===== src/rtl/tick_generator.sv =====
// Stopwatch strobe generator: divides the master clock into the 1 Hz count tick, 2 Hz adjust
// tick, display-refresh tick and the adjust-mode blink level, all as registered enables/levels.
module tick_generator #(
   parameter int unsigned CNT_W     = 27,
   parameter int unsigned DIV_1HZ   = 100000000,
   parameter int unsigned DIV_2HZ   = 50000000,
   parameter int unsigned DIV_FAST  = 200000,
   parameter int unsigned DIV_BLINK = 25000000
) (
   input  logic       clk,
   input  logic       rst,
   input  logic       pause,
   input  logic [1:0] adjust,
   output logic       tick_1hz,
   output logic       tick_2hz,
   output logic       tick_fast,
   output logic       blink
);

   localparam logic [CNT_W-1:0] MAX_1HZ   = CNT_W'(DIV_1HZ - 1);
   localparam logic [CNT_W-1:0] MAX_2HZ   = CNT_W'(DIV_2HZ - 1);
   localparam logic [CNT_W-1:0] MAX_FAST  = CNT_W'(DIV_FAST - 1);
   localparam logic [CNT_W-1:0] MAX_BLINK = CNT_W'(DIV_BLINK - 1);
   localparam logic [CNT_W-1:0] CNT_ONE   = CNT_W'(1);

   logic [1:0]       adjust_q;
   logic [CNT_W-1:0] cnt_1hz_q, cnt_1hz_d;
   logic [CNT_W-1:0] cnt_2hz_q, cnt_2hz_d;
   logic [CNT_W-1:0] cnt_fast_q, cnt_fast_d;
   logic [CNT_W-1:0] cnt_blink_q, cnt_blink_d;
   logic             tick_1hz_q, tick_1hz_d;
   logic             tick_2hz_q, tick_2hz_d;
   logic             tick_fast_q, tick_fast_d;
   logic             blink_q, blink_d;
   logic             adj_chg;

   // Any change of the 2-bit mode re-phases count and blink timing.
   assign adj_chg = (adjust != adjust_q);

   // Display refresh runs regardless of pause or adjust.
   always_comb begin
      cnt_fast_d  = cnt_fast_q + CNT_ONE;
      tick_fast_d = 1'b0;
      if (cnt_fast_q == MAX_FAST) begin
         cnt_fast_d  = '0;
         tick_fast_d = 1'b1;
      end
   end

   always_comb begin
      cnt_1hz_d  = cnt_1hz_q + CNT_ONE;
      tick_1hz_d = 1'b0;
      if (adj_chg) begin
         cnt_1hz_d = '0;
      end else if (pause) begin
         cnt_1hz_d = cnt_1hz_q;
      end else if (cnt_1hz_q == MAX_1HZ) begin
         cnt_1hz_d  = '0;
         tick_1hz_d = 1'b1;
      end
   end

   always_comb begin
      cnt_2hz_d  = cnt_2hz_q + CNT_ONE;
      tick_2hz_d = 1'b0;
      if (adj_chg) begin
         cnt_2hz_d = '0;
      end else if (pause) begin
         cnt_2hz_d = cnt_2hz_q;
      end else if (cnt_2hz_q == MAX_2HZ) begin
         cnt_2hz_d  = '0;
         tick_2hz_d = 1'b1;
      end
   end

   // Blink restarts lit on a mode change so the selected digit is visible at once.
   always_comb begin
      cnt_blink_d = cnt_blink_q + CNT_ONE;
      blink_d     = blink_q;
      if (adj_chg) begin
         cnt_blink_d = '0;
         blink_d     = 1'b1;
      end else if (cnt_blink_q == MAX_BLINK) begin
         cnt_blink_d = '0;
         blink_d     = ~blink_q;
      end
   end

   always_ff @(posedge clk) begin
      if (rst) begin
         adjust_q    <= '0;
         cnt_1hz_q   <= '0;
         cnt_2hz_q   <= '0;
         cnt_fast_q  <= '0;
         cnt_blink_q <= '0;
         tick_1hz_q  <= 1'b0;
         tick_2hz_q  <= 1'b0;
         tick_fast_q <= 1'b0;
         blink_q     <= 1'b0;
      end else begin
         adjust_q    <= adjust;
         cnt_1hz_q   <= cnt_1hz_d;
         cnt_2hz_q   <= cnt_2hz_d;
         cnt_fast_q  <= cnt_fast_d;
         cnt_blink_q <= cnt_blink_d;
         tick_1hz_q  <= tick_1hz_d;
         tick_2hz_q  <= tick_2hz_d;
         tick_fast_q <= tick_fast_d;
         blink_q     <= blink_d;
      end
   end

   assign tick_1hz  = tick_1hz_q;
   assign tick_2hz  = tick_2hz_q;
   assign tick_fast = tick_fast_q;
   assign blink     = blink_q;

endmodule


===== config.mk =====
export PLATFORM = sky130hd
export DESIGN_NAME = tick_generator
export DESIGN_NICKNAME = d
export VERILOG_FILES = /design/src/rtl/tick_generator.sv
export SDC_FILE = /design/constraint.sdc
export NUM_CORES = 1
export LEC_CHECK = 0
export CORE_MARGIN = 2
export CORE_UTILIZATION = 55
export CTS_CLUSTER_SIZE = 20
export DETAILED_ROUTE_END_ITERATION = 6
export GPL_TIMING_DRIVEN = 0
export PLACE_DENSITY = 0.74
export SKIP_CTS_REPAIR_TIMING = 1
export SYNTH_ARGS = -nofsm -noshare
export SYNTH_HDL_FRONTEND = slang
export SYNTH_SLANG_ARGS = --single-unit

===== constraint.sdc =====
create_clock -name clk -period 1.9 [get_ports clk]
set_clock_uncertainty 0.15 [all_clocks]
set_input_delay 0.38 -clock clk [delete_from_list [all_inputs] [get_ports clk]]
set_output_delay 0.38 -clock clk [all_outputs]
set_load 0.01 [all_outputs]

# Yosys cells after proc, flatten, opt, wreduce, memory -nomap -nowiden
# Index checks and enable logic that the tools add are counted.
# Widths: inputs -> output; s select.
# word_totals
register_bits	114
inputBits	5
elab_cells	31
output_inout_bits	4
# classes
reduce_logical	5
mux	7
n_bitwise	1
n_addsub	4
eq_ne	5
# op_table
op	count
$add 27x1->27 const B	4
$mux 27	2
$eq 27x18->1 const B	1
$eq 27x25->1 const B	1
$eq 27x26->1 const B	1
$eq 27x27->1 const B	1
$reduce_or 3->1	2
$mux 1	5
$reduce_or 2->1	2
$ne 2x2->1	1
$reduce_bool 2->1	1
$not 1->1	1

# Logic depth before layout (Yosys ltp)
# depth
depth_word	3
depth_mapped	8
ltp_nobuf	6

# Worst setup path after synthesis
# OpenSTA, ideal clock, no wires.
# synth_path
path_kind	register to register
from	reg cnt_blink_q[0]
to	reg cnt_blink_q[12]
setup_slack_ps	-45
path_buffers	2
setup_ps	115
stages_incl_launch_ff	9
t_required_ps	1635
t_arrival_ps	1681
synth_period_minus_slack_ps	1945
path_cell_list	dfxtp_1 ha_1 nand4_2 or2_1 nor4_2 nand2b_1 buf_2 buf_4 nor2_1
# synth_between
elab_chain_len	2
word_cells_on_any_way	3
cone_classes	add/sub (1); eq/ne (1); reduce/logical (1)
# synth_rtl
item	line_no	rtl
start: declaration	30	logic [CNT_W-1:0] cnt_blink_q, cnt_blink_d;
start signal: assignment	105	cnt_blink_q <= cnt_blink_d;
parallel branches: the longest is 2 deep, another holds $add 27x1->27	-	
# Several ways; the timed one is not identified.
# A chain may end at the register's enable or synchronous reset.

# Worst setup path after layout
# layout_path
from	reg cnt_1hz_q[23]
to	reg cnt_1hz_q[17]
# layout_between
elab_chain_len	2
# layout_rtl
item	line_no	rtl
start: declaration	27	logic [CNT_W-1:0] cnt_1hz_q, cnt_1hz_d;
start signal: assignment	102	cnt_1hz_q <= cnt_1hz_d;
$eq 27x27->1	57	end else if (cnt_1hz_q == MAX_1HZ) begin
$mux 27	57	
# No other way between the ends.

==> results.sh <==
export IMPL_status="complete, but fails checks"
export IMPL_failed_checks="negative setup slack"
export IMPL_syn2layout_area_growth_pct=32.5
export IMPL_ys_types=57
export IMPL_grt_max_degree=17
export IMPL_crit_fanout=5
export IMPL_crit_buf_inv=3
export IMPL_clock_power_share_pct=55.9
export IMPL_clockBufferDepth=2
export IMPL_fin_setup_tns_ns=-3.87
export IMPL_post_dp_cell_area_um2=5710
export IMPL_synth_ff_type="dfxtp_1"
export IMPL_drcViolationCount=0
export IMPL_track_usage_pct=23.1
export IMPL_fin_nets=687
export IMPL_hpwl_mm=7.45
export IMPL_worst_slew_pin_slew_ns=0.624
export IMPL_fillers=637
export IMPL_end_kind="register"
export IMPL_ys_seq_area_share_pct=42.0
export IMPL_required_ns=2.17
export IMPL_p_int_w=0.00465
export IMPL_final_cell_mix="91 x nor2_1, 72 x dfxtp_1, 50 x xor2_1"
export IMPL_post_place_ws_ns=-0.810
export IMPL_avgViaCountPerCell=5.65
export IMPL_syn_avg_cell_area_um2=8.92
export IMPL_cp_top_family="simple AND/OR/NAND/NOR gates"
export IMPL_crit_path_cell_trace="and4_4, nand4_1, or2_1, buf_6, o21ai_4, buf_6, buf_8, nor2_4"
export IMPL_synth_edf_count=0
export IMPL_vias=4653
export IMPL_cts_tree="yes"
export IMPL_coreArea_um2=9680
export IMPL_syn_inst=609
export IMPL_cts_root_buf="clkbuf_8"
export IMPL_power_share_switching_pct=21.5
export IMPL_power_frac_comb_pct=3.3
export IMPL_gp_congestion=0.859
export IMPL_powerDensity_nw_per_um2=822
export IMPL_cpPeakStageDelay_ns=0.37
export IMPL_fin_crit_ns=2.02
export IMPL_die_h_um=103
export IMPL_arrival_ns=2.28
export IMPL_hp_class="reg2reg"
export IMPL_async_reset_ff_share_pct=0
export IMPL_start_util_pct=56.1
export IMPL_synth_nets=618
export IMPL_fin_crit_sh_pct=106
export IMPL_pwr_share_seq_pct=40.8
export IMPL_crit_slowest_cell="dfxtp_2"
export IMPL_drive_gt1_share_pct=31.7
export IMPL_startpoint_type="register"
export IMPL_yosys_warnings=0
export IMPL_postLayoutCellArea_um2=7200
export IMPL_clock_sinks=114
export IMPL_grt_pass1_vias=4219
export IMPL_slew_viol_final=0
export IMPL_maxSlewHeadroom_pct=58.2
export IMPL_grt_overflow=0
export IMPL_power_leakage_nw=2.65
export IMPL_antenna_found_initial=0
export IMPL_pin_count=9
export IMPL_die_area_um2=10700
export IMPL_cts_buffers=17
export IMPL_path_common_cell="buf_6"
export IMPL_wl_per_cell_um=16.0
export IMPL_whs_ns=0.294
export IMPL_path_clk_slew_ns=0.06
export IMPL_ys_ff_latch=114
export IMPL_first_iter_violations=153
export IMPL_clk_latency_ns=0.54
export IMPL_maxCapViolations=0
export IMPL_layout_setup_ws_ns=-0.119
export IMPL_rows=36
export IMPL_final_common_cell="nor2_1"
export IMPL_antenna_cells=0
export IMPL_die_x_um=103
export IMPL_syn_area_um2=5440
export IMPL_h_tree_depth=4
export IMPL_finalWirelength_mm=13.2
export IMPL_rsz0062_at_grt="yes"
export IMPL_clock_fmax_mhz=495
export IMPL_hold_violations=0
export IMPL_drt_pass1_iterations=4
export IMPL_utilization_pct=74.4
export IMPL_criticalPathCategory="reg2reg"
export IMPL_power_switching_w=0.00127
export IMPL_ir_drop_mv=0.679
export IMPL_grt_pass1_wl_mm=19.3
export IMPL_antenna_left=0
export IMPL_setup_violations=46
export IMPL_io_buffers=8
==> registers in the layout, indices dropped and copies added, names as in the netlist, 2 cells and up <==
signal       flops
adjust_q         2
cnt_1hz_q       27
cnt_fast_q      27
cnt_blink_q     27
cnt_2hz_q       27
==> per-layer routing <==
layer / global-route usage, % / share of wire, % / vias up
met3: 7.19 / 4.4 / 29
met1: 27.9 / 43 / 2231
met4: 8.70 / 2.0 / 0
met5: 0 / 0 / -
met2: 38.7 / 51 / 120
li1: - / - / 2273
==> power by group through the flow <==
stage	logic, W	registers, W	clock network (W)
3_5_place_dp	0.000129	0.00247	0
5_1_grt	0.000211	0.00242	0.00346
4_1_cts	0.000130	0.00242	0.00334
3_3_place_gp	0.000127	0.00247	0
2_1_floorplan	0.0000880	0.00247	0
6_report	0.000196	0.00242	0.00331
==> logic make-up after synthesis <==
| logic type | after synthesis | share of synthesized area (%) |
|---|---|---|
| AND/OR/NAND/NOR | 330 | 34.8 |
| buffers and inverters | 31 | 2.90 |
| AO/OA/AOI/OAI | 43 | 5.29 |
| multiplexers | 3 | 0.576 |
| XOR/XNOR | 84 | 13.5 |
| flip-flops | 114 | 42.0 |
| adder cells (fa/ha/maj) | 4 | 0.921 |
==> path summary, 6_finish.rpt <==
path,slack [ns],from,cells after the start,end
setup / recovery,-0.12,cnt_1hz_q[23],8,cnt_1hz_q[17]
hold / removal,0.29,cnt_blink_q[0],1,cnt_blink_q[0]
setup reg to reg,-0.12,cnt_1hz_q[23],8,cnt_1hz_q[17]
hold reg to reg,0.29,cnt_blink_q[0],1,cnt_blink_q[0]
==> per-stage QoR <==
stage,cells,total power [W]
2_1_floorplan,609,0.00256
6_report,823,0.00592
4_1_cts,781,0.00589
3_3_place_gp,750,0.00260
5_1_grt,823,0.00609
3_5_place_dp,750,0.00260
==> worst register-to-register path, cell delays in order (launching register included) <==
cell	delay, ns
dfxtp_2	0.37
and4_4	0.25
nand4_1	0.21
or2_1	0.30
buf_6	0.13
o21ai_4	0.15
buf_6	0.15
buf_8	0.15
nor2_4	0.04
==> synth_stat cells (5+ instances only) <==
cell,count,area share [%]
dfxtp_1,114,42
clkbuf_1,5,0.35
and4_1,7,1.1
nor3b_1,5,0.69
nand4_1,32,3.7
nor2_1,98,6.8
a21oi_1,10,0.92
and2_1,10,1.2
nor4_2,6,1.4
xnor2_1,33,5.3
buf_2,9,0.83
or3_1,8,0.92
nand3_1,32,2.9
inv_1,11,0.76
nor4_1,10,1.2
nor3_1,13,1.2
o21ai_0,11,1.0
xor2_1,51,8.2
and3_1,13,1.5
nor2_2,13,1.5
a32o_1,5,0.92
nand2_1,38,2.6
==> final cells by class <==
class	instances	area [µm²]	area share [%]
Buffer	17	166	2.31
Clock buffer	18	428	5.94
Clock inverter	13	185	2.57
Inverter	11	41.3	0.573
Multi-Input combinational cell	464	3400	47.2
Sequential cell	114	2350	32.7
Tap cell	133	166	2.31
Timing Repair Buffer	53	462	6.41
Note: power is estimated with default switching activity, not from simulation.
